**config.mk**
```make
export PLATFORM = sky130hd
export DESIGN_NAME = game_tick_gen
export DESIGN_NICKNAME = d
export VERILOG_FILES = /design/src/rtl/game_tick_gen.sv
export SDC_FILE = /design/constraint.sdc
export NUM_CORES = 1
export LEC_CHECK = 0
export CAP_MARGIN = 20
export CORE_MARGIN = 2
export CORE_UTILIZATION = 49
export CTS_BUF_LIST = sky130_fd_sc_hd__clkbuf_8
export DETAILED_ROUTE_END_ITERATION = 6
export PLACE_DENSITY = 0.82
export REMOVE_ABC_BUFFERS = 1
export SLEW_MARGIN = 20
export SYNTH_ARGS = -nofsm -noshare
export SYNTH_HDL_FRONTEND = slang
export SYNTH_SLANG_ARGS = --single-unit
export TNS_END_PERCENT = 30
```
**constraint.sdc**
```tcl
create_clock -name i_clock -period 2.88 [get_ports i_clock]
set_input_delay 0.288 -clock i_clock [delete_from_list [all_inputs] [get_ports i_clock]]
set_output_delay 0.288 -clock i_clock [all_outputs]
set_load 0.1 [all_outputs]
```
**src/rtl/game_tick_gen.sv**
```systemverilog
// ----------------------------------------------------------------------------
// game_tick_gen
//
// Derives game-rate tick pulses from the VGA pixel scan. The end of a frame is
// the first clock on which the scan sits on the last pixel (MAX_H, MAX_V). Each
// frame end can advance NUM_CH independent channels, and every channel ticks
// once per i_div[c] frames. Pause freezes all channels, single-step forces one
// tick on all of them, and sync-clear rewinds all channels. None of these
// controls affect frame detection.
//
// Ports:
//   i_clock        system clock
//   i_reset        asynchronous, active-high reset
//   i_x, i_y       current pixel address from the VGA timing generator
//   i_div          per-channel frames-per-tick, channel c at [c*DIV_W +: DIV_W]
//                  (0 behaves as 1)
//   i_pause        level: while high, channels hold and do not tick
//   i_step         rising edge while paused ticks every channel once
//   i_sync_clr     synchronous clear of all channel counters, no tick
//   o_frame        one-cycle pulse per frame end
//   o_tick         one-cycle tick pulse per channel
//   o_frame_count  frames seen since reset (wraps)
//   o_tick_count   channel-0 ticks since reset (wraps)
// ----------------------------------------------------------------------------
module game_tick_gen #(
    parameter int COORD_W = 10,
    parameter int MAX_H   = 639,
    parameter int MAX_V   = 479,
    parameter int NUM_CH  = 2,
    parameter int DIV_W   = 4,
    parameter int CNT_W   = 16
) (
    input  logic                      i_clock,
    input  logic                      i_reset,
    input  logic [COORD_W-1:0]        i_x,
    input  logic [COORD_W-1:0]        i_y,
    input  logic [NUM_CH*DIV_W-1:0]   i_div,
    input  logic                      i_pause,
    input  logic                      i_step,
    input  logic                      i_sync_clr,
    output logic                      o_frame,
    output logic [NUM_CH-1:0]         o_tick,
    output logic [CNT_W-1:0]          o_frame_count,
    output logic [CNT_W-1:0]          o_tick_count
);

    localparam logic [COORD_W-1:0] LAST_X = COORD_W'(MAX_H);
    localparam logic [COORD_W-1:0] LAST_Y = COORD_W'(MAX_V);

    logic                 match;
    logic                 match_q;
    logic                 step_q;
    logic                 frame_event;
    logic                 step_edge;

    logic [DIV_W-1:0]     div_last [NUM_CH];
    logic [DIV_W-1:0]     cnt_q    [NUM_CH];
    logic [DIV_W-1:0]     cnt_d    [NUM_CH];

    logic                 frame_q,       frame_d;
    logic [NUM_CH-1:0]    tick_q,        tick_d;
    logic [CNT_W-1:0]     frame_count_q, frame_count_d;
    logic [CNT_W-1:0]     tick_count_q,  tick_count_d;

    // The scan can dwell on the last pixel for several clocks; only the first
    // of them counts as a frame end.
    assign match       = (i_x == LAST_X) && (i_y == LAST_Y);
    assign frame_event = match && !match_q;
    assign step_edge   = i_step && !step_q && i_pause;

    // Last counter value before a channel is due: eff_div - 1, where a
    // programmed divisor of 0 is treated as 1.
    always_comb begin
        for (int c = 0; c < NUM_CH; c++) begin
            div_last[c] = '0;
            if (i_div[c*DIV_W +: DIV_W] != '0) begin
                div_last[c] = i_div[c*DIV_W +: DIV_W] - DIV_W'(1);
            end
        end
    end

    // Priority per channel: sync-clear, then step, then a frame advance.
    // A step landing on a frame end wins outright, so a channel ticks once.
    // The >= compare lets a channel whose divisor was lowered below its current
    // count tick on the very next frame end instead of wrapping around.
    always_comb begin
        tick_d = '0;
        for (int c = 0; c < NUM_CH; c++) begin
            cnt_d[c] = cnt_q[c];
            if (i_sync_clr) begin
                cnt_d[c] = '0;
            end else if (step_edge) begin
                cnt_d[c]  = '0;
                tick_d[c] = 1'b1;
            end else if (frame_event && !i_pause) begin
                if (cnt_q[c] >= div_last[c]) begin
                    cnt_d[c]  = '0;
                    tick_d[c] = 1'b1;
                end else begin
                    cnt_d[c] = cnt_q[c] + DIV_W'(1);
                end
            end
        end
    end

    always_comb begin
        frame_d       = frame_event;
        frame_count_d = frame_count_q + CNT_W'(frame_event);
        tick_count_d  = tick_count_q + CNT_W'(tick_d[0]);
    end

    // match_q resets high so that a scan parked on the last pixel across reset
    // release is not mistaken for a new frame end.
    always_ff @(posedge i_clock or posedge i_reset) begin
        if (i_reset) begin
            match_q       <= 1'b1;
            step_q        <= 1'b0;
            frame_q       <= 1'b0;
            tick_q        <= '0;
            frame_count_q <= '0;
            tick_count_q  <= '0;
            for (int c = 0; c < NUM_CH; c++) begin
                cnt_q[c] <= '0;
            end
        end else begin
            match_q       <= match;
            step_q        <= i_step;
            frame_q       <= frame_d;
            tick_q        <= tick_d;
            frame_count_q <= frame_count_d;
            tick_count_q  <= tick_count_d;
            for (int c = 0; c < NUM_CH; c++) begin
                cnt_q[c] <= cnt_d[c];
            end
        end
    end

    assign o_frame       = frame_q;
    assign o_tick        = tick_q;
    assign o_frame_count = frame_count_q;
    assign o_tick_count  = tick_count_q;

endmodule
```
# Word-level counts from Yosys, hierarchy flattened
# Cells that the tools add are included.
# op_classes
reduce_logical	11
mux	18
n_eq_ne	2
magnitude_cmp	2
add_sub_neg	6
# op_table
operator	n
$mux 4	10
$add 16x1->16	2
$eq 10x10->1 const B	1
$eq 10x9->1 const B	1
$add 4x1->4 const B	2
$ge 4x4->1	2
$mux 1	8
$reduce_bool 4->1	2
$sub 4x1->4 const B	2
$logic_and 1x1->1	5
$logic_not 1->1	3
$reduce_bool 3->1	1
# totals
reg_bits	45
wordCells	47
output_inout_bits	35

# Longest topological paths before layout
# Gate-level depths: netlist (run 1).
# logic_depth
word_depth	8
depth_mapped	14
ltp_nobuf	14

# Least setup slack after synthesis (run 1)
# Ideal clock, no wire load.
# synth_path
path_type	input-to-reg
from	input i_div[1]
to	register tick_count_q[12] (netlist: o_tick_count[12])
t_required_ns	2.721
path_stages	14
path_slack_ns	0.158
arrival_time_ns	2.563
path_cell_list	or2_2 nor3b_1 a21oi_1 ha_1 nor3_1 nor3_2 nand2_1 a21oi_1 ha_1 ha_1 nand2_1 nor2_1 nand2_1 xnor2_1
# synth_via
elab_chain_len	8
word_cells_on_any_way	9
cone_classes	2 x add/sub; 1 x order compare; 5 x mux; 1 x reduce/logical
# synth_lines
element	line_no	text
from (decl)	37	input logic [NUM_CH*DIV_W-1:0] i_div,
$sub 4x1->4 or $reduce_bool 4->1 (tied branches)	77, 76	
$mux 4 (*)	76	if (i_div[c*DIV_W +: DIV_W] != '0) begin
$ge 4x4->1 (*)	96	if (cnt_q[c] >= div_last[c]) begin
$mux 1 (*)	96	
$mux 1 (*)	95	end else if (frame_event && !i_pause) begin
$mux 1 (*)	92	end else if (step_edge) begin
$mux 1 (*)	90	if (i_sync_clr) begin
named net tick_d[0]	61	logic [NUM_CH-1:0] tick_q, tick_d;
$add 16x1->16 (*)	109	tick_count_d = tick_count_q + CNT_W'(tick_d[0]);
named net tick_count_d[12]	63	logic [CNT_W-1:0] tick_count_q, tick_count_d;
to (signal assigned)	131	tick_count_q <= tick_count_d;
to (decl)	63	
# The timed path passes the listed nets; every way through them passes the cells marked *.
# A chain may end at the register's enable or synchronous reset.

# Final worst setup path (run 1)
# layout_path
from	input i_div[1]
to	register tick_count_q[13] (netlist: o_tick_count[13])
# Same word-level chain as after synthesis.

==> results of run 1 <==
state kept, by name, indices dropped and copies added, names as in the netlist:
register	count
o_frame_count	16
o_frame	1
match_q	1
step_q	1
cnt_q	8
o_tick	2
o_tick_count	16
final timing paths:
check | from | to | slack, ps
worst max register to register | cnt_q[4]$_DFFE_PP0P_ | o_tick_count[15]$_DFF_PP0_ | 500
worst max-delay path | i_div[1] | o_tick_count[13]$_DFF_PP0_ | 180
max in group asynchronous | i_reset | match_q$_DFF_PP1_ | 1850
worst min register to register | o_frame_count[15]$_DFF_PP0_ | o_frame_count[15]$_DFF_PP0_ | 480
worst min-delay path | i_reset | o_frame_count[1]$_DFF_PP0_ | 360
min in group i_clock | o_frame_count[15]$_DFF_PP0_ | o_frame_count[15]$_DFF_PP0_ | 480
synth_stat cells (all sizes together):
cell type,count,share of area (%)
xor2,4,1.5
nor3,9,2.4
or3,2,0.54
ha,14,7.5
a2111oi,1,0.64
nand3,16,3.6
nand2,19,3.1
or2,1,0.27
nor3b,1,0.32
o21a,2,0.64
nor4,3,0.81
nand2b,4,1.4
and2b,1,0.32
inv,6,0.97
nor2,12,1.9
a31o,2,0.75
a31oi,1,0.27
o21ai,4,0.86
mux2,1,0.48
nand4bb,2,0.97
and3,6,1.6
a21oi,9,1.9
dfrtp,44,47
nand4,7,1.9
nand4b,5,2.5
and2,4,1.2
nor2b,1,0.27
o31ai,2,0.64
a211o,1,0.38
and4,4,1.5
dfstp,1,1.1
nand3b,2,0.64
xnor2,24,9.0
buf,1,0.32
clkbuf,3,0.48
critical path, stage by stage:
cell and delay [ps]:
clkdlybuf4s50_1 430, or2_2 330, nor3b_1 210, a21oi_1 60, ha_1 270, nor3_1 50, nor3_2 190, nand2_1 90
a21oi_2 170, ha_2 200, and3_1 190, and2b_1 180, nand3_1 100, xnor2_1 130
cell type report:
type | count | area, µm² | share of cell area (%)
Multi-Input combinational cell | 164 | 1170 | 37.0
Sequential cell | 45 | 1130 | 35.6
Timing Repair Buffer | 77 | 658 | 20.8
Clock buffer | 6 | 82.6 | 2.61
Tap cell | 54 | 67.6 | 2.14
Clock inverter | 2 | 33.8 | 1.07
Inverter | 6 | 22.5 | 0.712
per-stage QoR:
| stage | instances | utilization [%] | hold slack [ps] |
|---|---|---|---|
| detailed placement | 346 | 65.2 | 468 |
| global route | 354 | 67.9 | 420 |
| CTS | 354 | 67.7 | 379 |
| finish | 354 | 67.9 | 363 |
| floorplan | 215 | - | 319 |
| global placement | 346 | 65.2 | 464 |
what timing repair did:
action | in CTS | in global routing
hold endpoints to repair | 0 | 0
resized for setup | 0 | 3
endpoints found under the setup margin | 0 | 6
report_power, final:
| part | internal [mW] | switching [mW] | total (mW) |
|---|---|---|---|
| sequential | 0.658 | 0.0321 | 0.690 |
| clock | 0.279 | 0.207 | 0.486 |
| combinational | 0.108 | 0.260 | 0.368 |
| total | 1.04 | 0.499 | 1.54 |
cell families (layout without fill, tap and decap cells):
family                     count (synthesis)  after routing  synth area share, %
AOI/OAI and AO/OA                         22             22                 6.12
xor gates and xnor gates                  28             28                 10.5
adders and majority gates                 14             14                 7.51
buffers and inverters                     10             91                 1.77
DFF                                       45             45                 48.4
muxes                                      1              1                0.483
and+or+nand+nor                           99             99                 25.2
routing by layer:
layer / up-vias / share of wire, % / track usage, %
li1: 940 / - / -
met1: 957 / 41 / 23.6
met2: 76 / 51 / 35.4
met3: 9 / 6.1 / 5.11
met4: 0 / 1.1 / 7.41
met5: - / 0 / 0
==> results.md, run 1 <==
- Sequential fraction of the synthesis area: 48.4%
- Via count: just under 2,000
- Worst setup EP type: flip-flop
- Initial antenna violation count: 0
- Final antenna-violating net count: 0
- Worst vdd ir: approximately 580 µV
- Max-cap violations: 0
- Hold Path Class: in -> async
- CP Max Fanout: 3
- Setup TNS Final: 0 ps
- Routed vias/inst: 5.60
- CTS Buf Count: 5
- Power Total: roughly 1.5 mW
- Worst Path Required: around 3100 ps
- Share of cells above drive strength 1: 22.7%
- RSZ-0062 raised after global routing: false
- # fillers: 359
- Gr usage total: 20.1%
- Drc violations: 0
- Final design instance area without fill: between 0.003 and 0.004 mm²
- Detailed-route wire length per cell: 13.9 µm
- Count of pins over their slew limit: 0
- FMAX: 370 MHz
- Clock root buffer: clkbuf_8
- Place WS: -190 ps
- Vias in the first global route: 1,981
- Setup Crit Path Kind: in -> reg
- GPL Wtd Cong: 0.821
- Mean Syn Cell Area: between 10 and 15 µm²
- Final worst slack: 179 ps
- H-Tree Depth: 2
- Commonest non-fill, non-tap cell in the layout: buf_4
- Number of synthesized register bits: 45
- DIE AREA: 0.00532 mm²
- CP startpoint kind: input port
- Rows: 25
- Detailed Route Iter0 Violations: 101
- Largest net degree at the start of global routing: 26
- Yosys warnings: 0
- Outcome: completed
- Clock transition at path regs: roughly 80 ps
- Port Buffers: 67
- Placed Area: 0.00304 mm²
- Post-CTS setup buffers: 0
- TritonCTS sink count: 45
- Clock Latency Late Sink: about 300 ps
- PwrDens: 488 mW/mm²
- DR pass1 iterations: 4
- Congestion Overflow GR: 0
- Minimum clock period: 2700 ps
- P_leak: around 1.5 nW
- Post-Syn Instances: 219
- Inserted Diodes: 0
- Global-route wire length before repair: ~8.4 mm
- Mapped cell area: about 0.0023 mm²
- Relative slew margins: ~44%
- Commonest non-fill, non-tap cells in the layout: 45 x buf_4, 44 x dfrtp_1, 32 x clkdlybuf4s50_1
- Worst slew pin tran: roughly 830 ps
- Total core area: 0.00466 mm²
- Nets: 346
- Layout area overhead: 35.7%
- CTS tree: yes
- Io pins: 68
- Fin. Hold Viols: 0
- Chip width: 73.0 µm
- Initial Util: 50.0%
- Post-CTS Hold Fix Bufs: 0
- WL final: 4.92 mm
- Final setup viols: 0
- Final HPWL DP: 3.89 mm
- Die Ht: 73.0 µm
- Unique cell type count in the Yosys netlist: 40
- Fin crit share: 93.8%
- Clock buffer depth: 2
- Worst EP arrival: 2890 ps
- Worst R2R Path Depth: 12
- Worst Skew: between 3 and 4 ps
Power figures use the tool's default switching activity.
==> run 2, diff against run 1 <==
--- a/config.mk
+++ b/config.mk
@@ -9,8 +9,9 @@
 export CORE_MARGIN = 2
 export CORE_UTILIZATION = 49
 export CTS_BUF_LIST = sky130_fd_sc_hd__clkbuf_8
+export CTS_CLUSTER_DIAMETER = 100
 export DETAILED_ROUTE_END_ITERATION = 6
-export PLACE_DENSITY = 0.82
+export PLACE_DENSITY = 0.84
 export REMOVE_ABC_BUFFERS = 1
 export SLEW_MARGIN = 20
 export SYNTH_ARGS = -nofsm -noshare
==> run 2 against run 1 <==
  * Cell area is 1.2% higher
  * Highest routed layer unchanged
  * Final cell count is 0.56% higher
  * Clock skew is 6.8 ps higher
==> results.md, run 2 (same netlist as run 1, synthesis figures left out) <==
- Outcome: completed
- WL final: 4.88 mm (-0.79%)
- Setup Crit Path Kind: in -> reg
- Chip width: 73.0 µm (unchanged)
- Relative slew margins: 70.6% (+27 points)
- RSZ-0062 raised after global routing: false
- Fin. Hold Viols: 0 (unchanged)
- Max-cap violations: 0 (unchanged)
- PwrDens: 508 mW/mm² (+4.0%)
- Slowest cell on crit path: clkdlybuf4s50_1
- Final worst slack: 177 ps (-2.01 ps)
- R2r startpoint: cnt_q[4]$_DFFE_PP0P_
- Sw Share: 31.3% (-0.98 points)
- Largest net degree at the start of global routing: 21 (-19%)
- Drc violations: 0 (unchanged)
- Cell mode on critical path: nand2_1
- Power Total: 1.63 mW (+5.3%)
- Final setup viols: 0 (unchanged)
- Final antenna-violating net count: 0 (unchanged)
- Final cell count without fillers: 356 (+0.56%)
- Detailed Route Iter0 Violations: 82 (-19%)
- CP Max Fanout: 3 (unchanged)
- Sw power: 0.509 mW (+2.1%)
- Slowest stage delay, CP: 440 ps (about the same)
- Placed Cells: 348 (+0.58%)
- CP Buf/Inv Count: 1 (unchanged)
- H-Tree Depth: 2 (unchanged)
- Fin crit share: 93.9% (about the same)
- TritonCTS sink count: 45 (unchanged)
- Nets: 348 (+0.58%)
- FMAX: 370 MHz (about the same)
- Gr usage total: 20.3% (+0.19 points)
- Minimum clock period: 2700 ps (+2.01 ps)
- Worst vdd ir: 487 µV (-16%)
- Congestion Overflow GR: 0 (unchanged)
- DIE AREA: 0.00532 mm² (unchanged)
- Worst Skew: 9.78 ps (+6.77 ps)
- CTS Buf Count: 5 (unchanged)
- Flop pwr share: 42.3% (-2.4 points)
- Worst Path Required: 3070 ps (about the same)
- Io pins: 68 (unchanged)
- Port Buffers: 67 (unchanged)
- Global-route wire length before repair: 8.38 mm (+0.25%)
- Share of cells above drive strength 1: 23.5% (+0.84 points)
- Routed vias/inst: 5.40 (-3.5%)
- CP startpoint: i_div[1]
- P_leak: 1.50 nW (+1.2%)
- Detailed-route wire length per cell: 13.7 µm (-1.4%)
- CTS tree: yes
- Clock root buffer: clkbuf_8
- DR pass1 iterations: 4 (unchanged)
- Crit Reg-Reg Endpoint: o_tick_count[8]$_DFF_PP0_
- Internal power: 1.12 mW (+6.8%)
- CP startpoint kind: input port
- Clk network pwr share: 34.8% (+3.3 points)
- Worst slew pin tran: 439 ps (-395 ps)
- Worst Hold Slack: 231 ps (-132 ps)
- Initial Util: 50.0% (unchanged)
- Count of pins over their slew limit: 0 (unchanged)
- Inserted Diodes: 0 (unchanged)
- Rows: 25 (unchanged)
- Worst R2R Path Depth: 12 (unchanged)
- Vias in the first global route: 1,873 (-5.5%)
- Register-to-register setup slack: 490 ps (about the same)
- Post-CTS setup buffers: 0 (unchanged)
- Commonest non-fill, non-tap cells in the layout: 47 x buf_4, 44 x dfrtp_1, 32 x clkdlybuf4s50_1
- Final HPWL DP: 3.94 mm (+1.3%)
- Fin util: 68.7% (+0.83 points)
- Clock transition at path regs: 90 ps (about the same)
- Total core area: 0.00466 mm² (unchanged)
- GPL Wtd Cong: 0.799 (-2.7%)
- Clock Latency Late Sink: 300 ps (about the same)
- Worst EP arrival: 2900 ps (about the same)
- Hold Path Class: in -> async
- Die Ht: 73.0 µm (unchanged)
- Place WS: -264 ps (-74.7 ps)
- Logic pwr share: 22.8% (-1.0 points)
- Worst setup EP type: flip-flop
- Layout area overhead: 37.4%
- Initial antenna violation count: 0 (unchanged)
- Critical path's top delay family: simple AND/OR/NAND/NOR gates
- Via count: 1,923 (-3.0%)
- Clock buffer depth: 2 (unchanged)
- CP Cell Sequence: clkdlybuf4s50_1 -> or2_2 -> nor2_1 -> a21oi_1 -> ha_1 -> a2111oi_2 -> nor3_2 -> nand2_1 -> a21oi_2 -> ha_2 -> ha_1 -> nand2_1 -> nor2_1 -> nand2_1 -> xnor2_1
- Commonest non-fill, non-tap cell in the layout: buf_4
- Levels on crit path: 15 (+1)
==> run 2: per-layer routing <==
layer	vias up	share of wire [%]	GRT usage, %
met2	52	51	36.0
met4	0	1.3	6.58
li1	945	-	-
met1	921	42	24.1
met5	-	0	0
met3	5	4.8	4.97
==> run 2: area by class of cell <==
| cell class | count | area, µm² |
|---|---|---|
| fillers | 369 | 1460 |
| multi-input cells | 164 | 1170 |
| flip-flops and latches | 45 | 1130 |
| repair buffers | 79 | 673 |
| clock buffers | 5 | 68.8 |
| clock inverters | 3 | 68.8 |
| well taps | 54 | 67.6 |
| inverters | 6 | 22.5 |
==> run 2: worst max path at each step <==
stage,end,slack [ps]
global route,o_tick_count[12]$_DFF_PP0_,5
floorplan,o_tick_count[12]$_DFF_PP0_,160
global placement,o_tick_count[12]$_DFF_PP0_,-130
finish,o_tick_count[12]$_DFF_PP0_,180
detailed placement,o_tick_count[14]$_DFF_PP0_,-260
CTS,o_tick_count[14]$_DFF_PP0_,40
==> run 2: what timing repair did <==
item / CTS / global route
hold buffers: 0 / 0
endpoints found under the setup margin: 0 / 8
gates resized for setup: 0 / 3
==> run 2: power groups by stage <==
stage | sequential (mW) | clock (mW) | combinational (mW)
after floorplan | 0.885 | 0 | 0.0580
after detailed placement | 0.701 | 0 | 0.372
final | 0.688 | 0.566 | 0.371
after global routing | 0.694 | 0.613 | 0.393
after global placement | 0.701 | 0 | 0.366
after CTS | 0.688 | 0.578 | 0.374
==> run 2: stage by stage <==
step | setup TNS [ps] | cell area [µm²]
floorplan | 0 | 2310
global placement | -941 | 3050
detailed placement | -2340 | 3050
CTS | 0 | 3190
global route | 0 | 3200
finish | 0 | 3200
